## src/rtl/bambu_getchar_pkg.sv

```systemverilog
// Shared definitions for the bambu_getchar call interface.
// The transmit-side state machine uses the same one-hot state encoding.
package bambu_getchar_pkg;

   localparam int unsigned DATA_WIDTH = 8;

   typedef enum logic [2:0] {
      IDLE = 3'b001,
      PEND = 3'b010,
      POP  = 3'b100
   } t_call_state;

endpackage

```

## src/rtl/sync_fifo.sv

```systemverilog
// Library synchronous FIFO: show-ahead read data, registered full/empty flags.
// Depth must be a power of two so the pointers wrap naturally.
module sync_fifo #(
   parameter int unsigned width = 8,
   parameter int unsigned depth = 4
) (
   input  logic                   clock,
   input  logic                   reset,
   input  logic                   i_wr_enable,
   input  logic [width-1:0]       i_wr_data,
   input  logic                   i_rd_enable,
   output logic [width-1:0]       o_rd_data,
   output logic                   o_full,
   output logic                   o_empty,
   output logic [$clog2(depth):0] o_count
);

   localparam int unsigned AW = $clog2(depth);
   localparam int unsigned CW = AW + 1;

   logic [width-1:0] r_mem [depth];
   logic [AW-1:0]    r_wr_ptr;
   logic [AW-1:0]    r_rd_ptr;
   logic [CW-1:0]    r_count;
   logic [CW-1:0]    w_count_next;
   logic             r_full;
   logic             r_empty;
   logic             w_push;
   logic             w_pop;

   assign w_push       = i_wr_enable & ~r_full;
   assign w_pop        = i_rd_enable & ~r_empty;
   assign w_count_next = r_count + CW'(w_push) - CW'(w_pop);

   always_ff @(posedge clock or posedge reset) begin
      if (reset) begin
         r_wr_ptr <= '0;
         r_rd_ptr <= '0;
         r_count  <= '0;
         r_full   <= 1'b0;
         r_empty  <= 1'b1;
      end else begin
         if (w_push) r_wr_ptr <= r_wr_ptr + AW'(1);
         if (w_pop)  r_rd_ptr <= r_rd_ptr + AW'(1);
         r_count <= w_count_next;
         r_full  <= (w_count_next == CW'(depth));
         r_empty <= (w_count_next == '0);
      end
   end

   // Storage is not reset; the pointers alone define valid contents.
   always_ff @(posedge clock) begin
      if (w_push) r_mem[r_wr_ptr] <= i_wr_data;
   end

   assign o_rd_data = r_mem[r_rd_ptr];
   assign o_full    = r_full;
   assign o_empty   = r_empty;
   assign o_count   = r_count;

endmodule

```

## src/rtl/bambu_getchar.sv

```systemverilog
// HLS-callable getchar: each start_port call returns one byte received from the UART,
// blocking until a byte is available. Bytes arriving with no pending call are buffered.
module bambu_getchar
   import bambu_getchar_pkg::*;
(
   input  logic                  clock,
   input  logic                  reset,
   input  logic                  start_port,
   output logic                  done_port,
   output logic [DATA_WIDTH-1:0] return_port,
   input  logic [DATA_WIDTH-1:0] RX_DATA,
   input  logic                  RX_VALID,
   output logic                  RX_OVERRUN
);

   t_call_state           r_state;
   logic                  r_fifo_read;
   logic                  r_done;
   logic [DATA_WIDTH-1:0] r_return;
   logic                  r_overrun;

   logic                  w_wr_enable;
   logic [DATA_WIDTH-1:0] w_wr_data;
   logic [DATA_WIDTH-1:0] w_rd_data;
   logic                  w_full;
   logic                  w_empty;

   sync_fifo #(
      .width (DATA_WIDTH)
   ) u_fifo (
      .clock       (clock),
      .reset       (reset),
      .i_wr_enable (w_wr_enable),
      .i_wr_data   (w_wr_data),
      .i_rd_enable (r_fifo_read),
      .o_rd_data   (w_rd_data),
      .o_full      (w_full),
      .o_empty     (w_empty),
      .o_count     ()
   );

   assign w_wr_enable = RX_VALID & ~w_full;
   assign w_wr_data   = RX_DATA;

   // A byte on a full FIFO is lost even if a pop frees a slot in the same cycle.
   always_ff @(posedge clock or posedge reset) begin
      if (reset) begin
         r_overrun <= 1'b0;
      end else if (RX_VALID && w_full) begin
         r_overrun <= 1'b1;
      end
   end

   always_ff @(posedge clock or posedge reset) begin
      if (reset) begin
         r_state     <= IDLE;
         r_fifo_read <= 1'b0;
         r_done      <= 1'b0;
         r_return    <= '0;
      end else begin
         r_done      <= 1'b0;
         r_fifo_read <= 1'b0;
         unique case (r_state)
            IDLE: begin
               if (start_port) r_state <= PEND;
            end
            PEND: begin
               if (!w_empty) begin
                  r_fifo_read <= 1'b1;
                  r_state     <= POP;
               end
            end
            POP: begin
               // Head of the FIFO is visible now; the pop lands at this edge.
               r_return <= w_rd_data;
               r_done   <= 1'b1;
               r_state  <= IDLE;
            end
            default: r_state <= IDLE;
         endcase
      end
   end

   assign done_port   = r_done;
   assign return_port = r_return;
   assign RX_OVERRUN  = r_overrun;

endmodule
```

## config.mk

```make
export PLATFORM = sky130hd
export DESIGN_NAME = bambu_getchar
export DESIGN_NICKNAME = d
export VERILOG_FILES = /design/src/rtl/bambu_getchar_pkg.sv /design/src/rtl/sync_fifo.sv /design/src/rtl/bambu_getchar.sv
export SDC_FILE = /design/constraint.sdc
export NUM_CORES = 1
export LEC_CHECK = 0
export ABC_AREA = 1
export CAP_MARGIN = 20
export CORE_ASPECT_RATIO = 1.4
export CORE_MARGIN = 1
export CORE_UTILIZATION = 57
export CTS_BUF_LIST = sky130_fd_sc_hd__clkbuf_4
export CTS_CLUSTER_SIZE = 8
export DETAILED_ROUTE_END_ITERATION = 8
export PLACE_DENSITY_LB_ADDON = 0.2
export SLEW_MARGIN = 0
export SYNTH_ARGS = -nofsm -noshare
export SYNTH_HDL_FRONTEND = slang
export SYNTH_SLANG_ARGS = --single-unit
```

## constraint.sdc

```tcl
create_clock -name clock -period 2.6 [get_ports clock]
set_input_delay 0.26 -clock clock [delete_from_list [all_inputs] [get_ports clock]]
set_output_delay 0.26 -clock clock [all_outputs]
set_load 0.01 [all_outputs]
```

==> results of run 1 <==
[where the power goes]
part | total [mW] | internal [mW] | switching, mW
Combinational | 0.845 | 0.358 | 0.486
Sequential | 1.33 | 1.17 | 0.160
Clock | 0.354 | 0.116 | 0.237
[routing by layer]
metal	track usage, %	vias to the layer above	routed length (um)	part of all wire (%)
li1	-	761	-	-
met1	22.3	646	1540	44
met2	32.4	21	1800	51
met3	3.95	6	81	2.3
met4	8.05	0	69	2.0
met5	0	-	0	0
[worst register-to-register path, stage by stage (launching register included)]
cell and delay [ps]:
dfstp_2 580, nor2_1 80, ha_1 290, inv_1 60, ha_1 120, inv_1 50
fa_1 480, inv_1 50, or2_2 280, a21oi_1 110
[path summary, 6_finish.rpt]
path	endpoint	slack [ps]	cells past startpoint	start
setup / recovery	u_fifo.o_full$_DFF_PP0_	440	9	u_fifo.o_empty$_DFF_PP1_
max in group asynchronous	u_fifo.o_count[0]$_DFF_PP0_	1720	2	reset
setup reg to reg	u_fifo.o_full$_DFF_PP0_	440	9	u_fifo.o_empty$_DFF_PP1_
min in group clock	r_state[0]$_DFFE_PP1P_	440	2	start_port
hold reg to reg	RX_OVERRUN$_DFFE_PP0P_	470	1	RX_OVERRUN$_DFFE_PP0P_
hold / removal	r_fifo_read$_DFF_PP0_	340	2	reset
[state kept, by name, summed over array words and instances, names as in the netlist]
name	cells
u_fifo.r_mem	32
u_fifo.o_full	1
u_fifo.r_rd_ptr	2
r_state	3
r_fifo_read	1
return_port	8
RX_OVERRUN	1
u_fifo.o_count	3
done_port	1
u_fifo.o_empty	1
u_fifo.r_wr_ptr	2
[kinds of logic after synthesis]
family	synth area share [%]
xor+xnor	1.11
fa+ha+maj	4.03
buf+inv	10.4
compound gates	0.955
simple gates	18.2
flops	65.3
[per-stage QoR]
| step | setup WS [ps] | instance area [um2] | hold WS, ps | total power [mW] | instances |
|---|---|---|---|---|---|
| final | 443 | 2670 | 344 | 2.53 | 303 |
| after CTS | 426 | 2670 | 366 | 2.56 | 303 |
| after global routing | 317 | 2670 | 417 | 2.75 | 303 |
| after global placement | 307 | 2610 | 443 | 2.17 | 295 |
| after floorplan | 561 | 2360 | 260 | 1.94 | 232 |
| after detailed placement | 245 | 2610 | 454 | 2.20 | 295 |
[cell type report]
cell class / count / area (um2) / area share [%]
clock inverters: 2 / 11.3 / 0.422
inverters: 54 / 205 / 7.69
repair buffers: 25 / 240 / 9.00
clock buffers: 6 / 45.0 / 1.69
well taps: 43 / 53.8 / 2.02
multi-input cells: 118 / 574 / 21.5
flip-flops and latches: 55 / 1540 / 57.7
[cells in the mapped netlist (all sizes together)]
| cell type | n |
|---|---|
| xor2 | 3 |
| buf | 4 |
| o21ai | 1 |
| dfrtp | 21 |
| inv | 54 |
| nor4 | 2 |
| ha | 6 |
| dfstp | 2 |
| a21o | 1 |
| edfxtp | 32 |
| nor2 | 6 |
| nand3 | 18 |
| nand2 | 74 |
| a21oi | 2 |
| clkbuf | 1 |
| or2 | 2 |
| nor3 | 2 |
| fa | 1 |
==> reports/qor.txt, run 1 <==
outcome: completed
CTS max path bufs: 2
Max Fclk: 464 MHz
Fill cells: 311
CP Capture Type: flip-flop
slowest CP cell: dfstp_2
Required @ worst endpoint: 2910 ps
commonest non-fill, non-tap cell in the layout: nand2_1
DR vias/cell: 4.73
worst path bufs/invs: 3
CP Max Fanout: 4
post-CTS setup repair buffer count: 0
Buffers on Ports: 21
maximum level of the CTS H-tree: 2
Rows: 27
cell mode on critical path: inv_1
DR DRC count: 0
Syn Inst Count: 232
Critical Path, Cell by Cell: nor2_1 -> ha_1 -> inv_1 -> ha_1 -> inv_1 -> fa_1 -> inv_1 -> or2_2 -> a21oi_1
CTS root buffer: clkbuf_4
io pins: 22
Area Overhead vs Synth: 13.2%
synth warn: 0
post-synthesis sequential area ratio: 65.3%
fin. max-slew vios: 0
Resized Gates After CTS: 0
total leakage power: 1.31 nW
Tot GR Track Use: 18.7%
top post-synthesis cells by area: edfxtp_1 (41%), dfrtp_1 (22%), nand2_1 (12%), inv_1 (7.8%), nand3_1 (3.6%)
CTS Sinks: 55
Mapped Avg Cell Area: 10.2 um2
dpl hpwl: 2460 um
CP startpoint kind: flip-flop
Synth Register Bits: 55
type of the worst setup path: reg2reg
largest net degree at the start of global routing: 24
initial drt markers: 43
Clock transition at path regs: 150 ps
share of layout cells above drive strength 1: 8.08%
Power per Cell Area: 946 nW/um2
die footprint: 4400 um2
Starting Density: 59.7%
max cap viols: 0
total gr overflow: 0
ant diodes: 0
global-route wire length before repair: 6110 um
most frequent cells in the layout: nand2_1 (74), inv_1 (49), edfxtp_1 (32), dfrtp_1 (21), clkdlybuf4s50_1 (21)
Synthesized Nets: 251
CORE AREA: 3950 um2
number of distinct library cells after synthesis: 24
critical path arrival: 2460 ps
DRT Wirelength: 3490 um
Worst Tran Pin Value: 854 ps
CTS Buf Count: 5
area leader, netlist: edfxtp_1
Max VDD drop: 0.556 mV
Final min period: 2160 ps
First-pass DRT Iterations: 4
Sum Neg Setup Slack: 0 ps
Crit path max-delay family: adder cells
Routed Antenna Nets: 0
number of global-route vias before repair: 1380
Final period util: 83.0%
final clock skew: 19.0 ps
Die H: 78.1 um
final hold viol count: 0
CTS tree: built
RePlAce Congestion: 0.722
RSZ-0062 raised after global routing: no
clock latency on the worst-skew pair: 370 ps
Wirelength per Cell: 11.5 um
Net count, final: 278
endpoints failing setup: 0
synthesized area: 2360 um2
Synth top area share: 40.7%
max incr delay on CP: 580 ps
width of the die: 56.4 um
initial antenna violation count: 0
HP Class: in2async
Via Count: 1434
Final Util: 67.5%
max_slew headroom: 43.0%
Post-CTS Hold Buffers: 0
Power figures use the tool's default switching activity.
==> inputs of run 2 (changes only) <==
clock period = 2.1 ns   (was 2.6 ns; I/O delays follow)
==> reports/qor.txt, run 2 (synthesis gave the netlist of run 1 again) <==
Cell Count, Final, Fillers Out: 309
Final Util: 69.4%
First-pass DRT Iterations: 4
endpoints failing setup: 0
Area Overhead vs Synth: 16.3%
Routed Antenna Nets: 0
FF-to-FF End: u_fifo.o_empty$_DFF_PP1_
DR vias/cell: 4.77
Largest register FFs: 32
width of the die: 56.4 um
met3 GRT Util: 4.94%
outcome: completed
dpl hpwl: 2570 um
initial drt markers: 73
grt peak-use layer: met2
CTS tree: built
clock latency on the worst-skew pair: 370 ps
CTS root buffer: clkbuf_4
Crit Reg-Reg Startpoint: u_fifo.o_empty$_DFF_PP1_
final instance area: 2740 um2
fin. max-slew vios: 0
HP Class: in2async
max_slew headroom: 75.5%
Power per Cell Area: 1180 nW/um2
number of global-route vias before repair: 1387
total gr overflow: 0
Wirelength per Cell: 11.6 um
Die H: 78.1 um
GR Layer Usage met1: 22.8%
crit path to: u_fifo.o_empty$_DFF_PP1_
final hold viol count: 0
max cap viols: 0
CP Capture Type: flip-flop
Final min period: 2020 ps
Clock transition at path regs: 150 ps
CP Max Fanout: 2
Reg with most FFs: u_fifo.r_mem
commonest non-fill, non-tap cell in the layout: nand2_1
final clock skew: 15.4 ps
Buffers on Ports: 21
Rows: 27
Via Count: 1475
CP startpoint kind: flip-flop
met2 usage: 31.9%
dpl ws: -147 ps
global-route wire length before repair: 6160 um
Worst Tran Pin Value: 367 ps
RePlAce Congestion: 0.763
R2R cell count: 9
Max VDD drop: 0.950 mV
CORE AREA: 3950 um2
share of layout cells above drive strength 1: 11.7%
Required @ worst endpoint: 2420 ps
CTS max path bufs: 2
Final WS setup: 81.9 ps
ant diodes: 0
maximum level of the CTS H-tree: 2
Net count, final: 284
CTS Buf Count: 5
type of the worst setup path: reg2reg
die footprint: 4400 um2
DP Area: 2660 um2
most frequent cells in the layout: nand2_1 (74), inv_1 (49), edfxtp_1 (32), dfrtp_1 (21), clkdlybuf4s50_1 (21)
Max Fclk: 496 MHz
io pins: 22
R2R Setup Slk: 80 ps
DR DRC count: 0
Overall Power: 3.22 mW
Final period util: 96.1%
Starting Density: 59.7%
initial antenna violation count: 0
critical path arrival: 2340 ps
Tot GR Track Use: 19.0%
critical path launch point: u_fifo.o_empty$_DFF_PP1_
CTS Sinks: 55
DRT Wirelength: 3580 um
post-CTS setup repair buffer count: 0
largest net degree at the start of global routing: 24
total leakage power: 1.33 nW
placed cells: 301
## run 2: cell types whose count changed in the layout (fill, tap and decap cells not counted), sizes merged
cell,before,now
clkinvlp,0,1
buf,4,10
inv,55,54
## run 2: cell type report
type	instances	area, um2
Sequential cell	55	1540
Fill cell	320	1210
Multi-Input combinational cell	118	603
Timing Repair Buffer	31	285
Inverter	54	205
Tap cell	43	53.8
Clock buffer	6	45.0
Clock inverter	2	12.5
## run 2: worst max-delay path: stages, from the launching register on
cell     delay, ps
dfstp_2        580
nor2_4          50
ha_4           200
inv_1           50
ha_2           150
inv_1           40
fa_1           490
inv_1           60
or2_4          250
nor2_1         100
## run 2: per-layer routing
metal	part of all wire, %	up-vias
li1	-	773
met1	42	668
met2	53	27
met3	3.0	7
met4	2.0	0
met5	0	-
## run 2: how the worst min path moves through the flow
stage,start,endpoint,slack (ps)
floorplan,reset,RX_OVERRUN$_DFFE_PP0P_,210
global placement,RX_OVERRUN$_DFFE_PP0P_,RX_OVERRUN$_DFFE_PP0P_,440
detailed placement,RX_OVERRUN$_DFFE_PP0P_,RX_OVERRUN$_DFFE_PP0P_,450
CTS,reset,u_fifo.o_count[2]$_DFF_PP0_,150
global route,reset,u_fifo.o_count[2]$_DFF_PP0_,180
finish,reset,r_state[1]$_DFFE_PP0P_,150
## run 2: power breakdown
group          switching (mW)  internal (mW)
clock                   0.306          0.143
combinational           0.661          0.499
sequential              0.171           1.45
total                    1.14           2.09
## run 2: timing repair
| item | 4_1_cts | 5_1_grt |
|---|---|---|
| resized for setup | 3 | 3 |
| endpoints found under the setup margin | 2 | 2 |
| hold buffers | 0 | 0 |
| pin swaps | 2 | 4 |
## run 2: per-stage QoR
stage | hold slack, ps | setup TNS (ps)
floorplan | 210 | 0
global placement | 443 | -72.9
detailed placement | 453 | -263
CTS | 150 | 0
global route | 181 | -5.39
finish | 147 | 0
==> inputs of run 3 (changes only) <==
GPL_ROUTABILITY_DRIVEN = 0   (was not set)
==> results of run 3 <==
No change in the layout: final DEF, timing and power equal those of run 2.
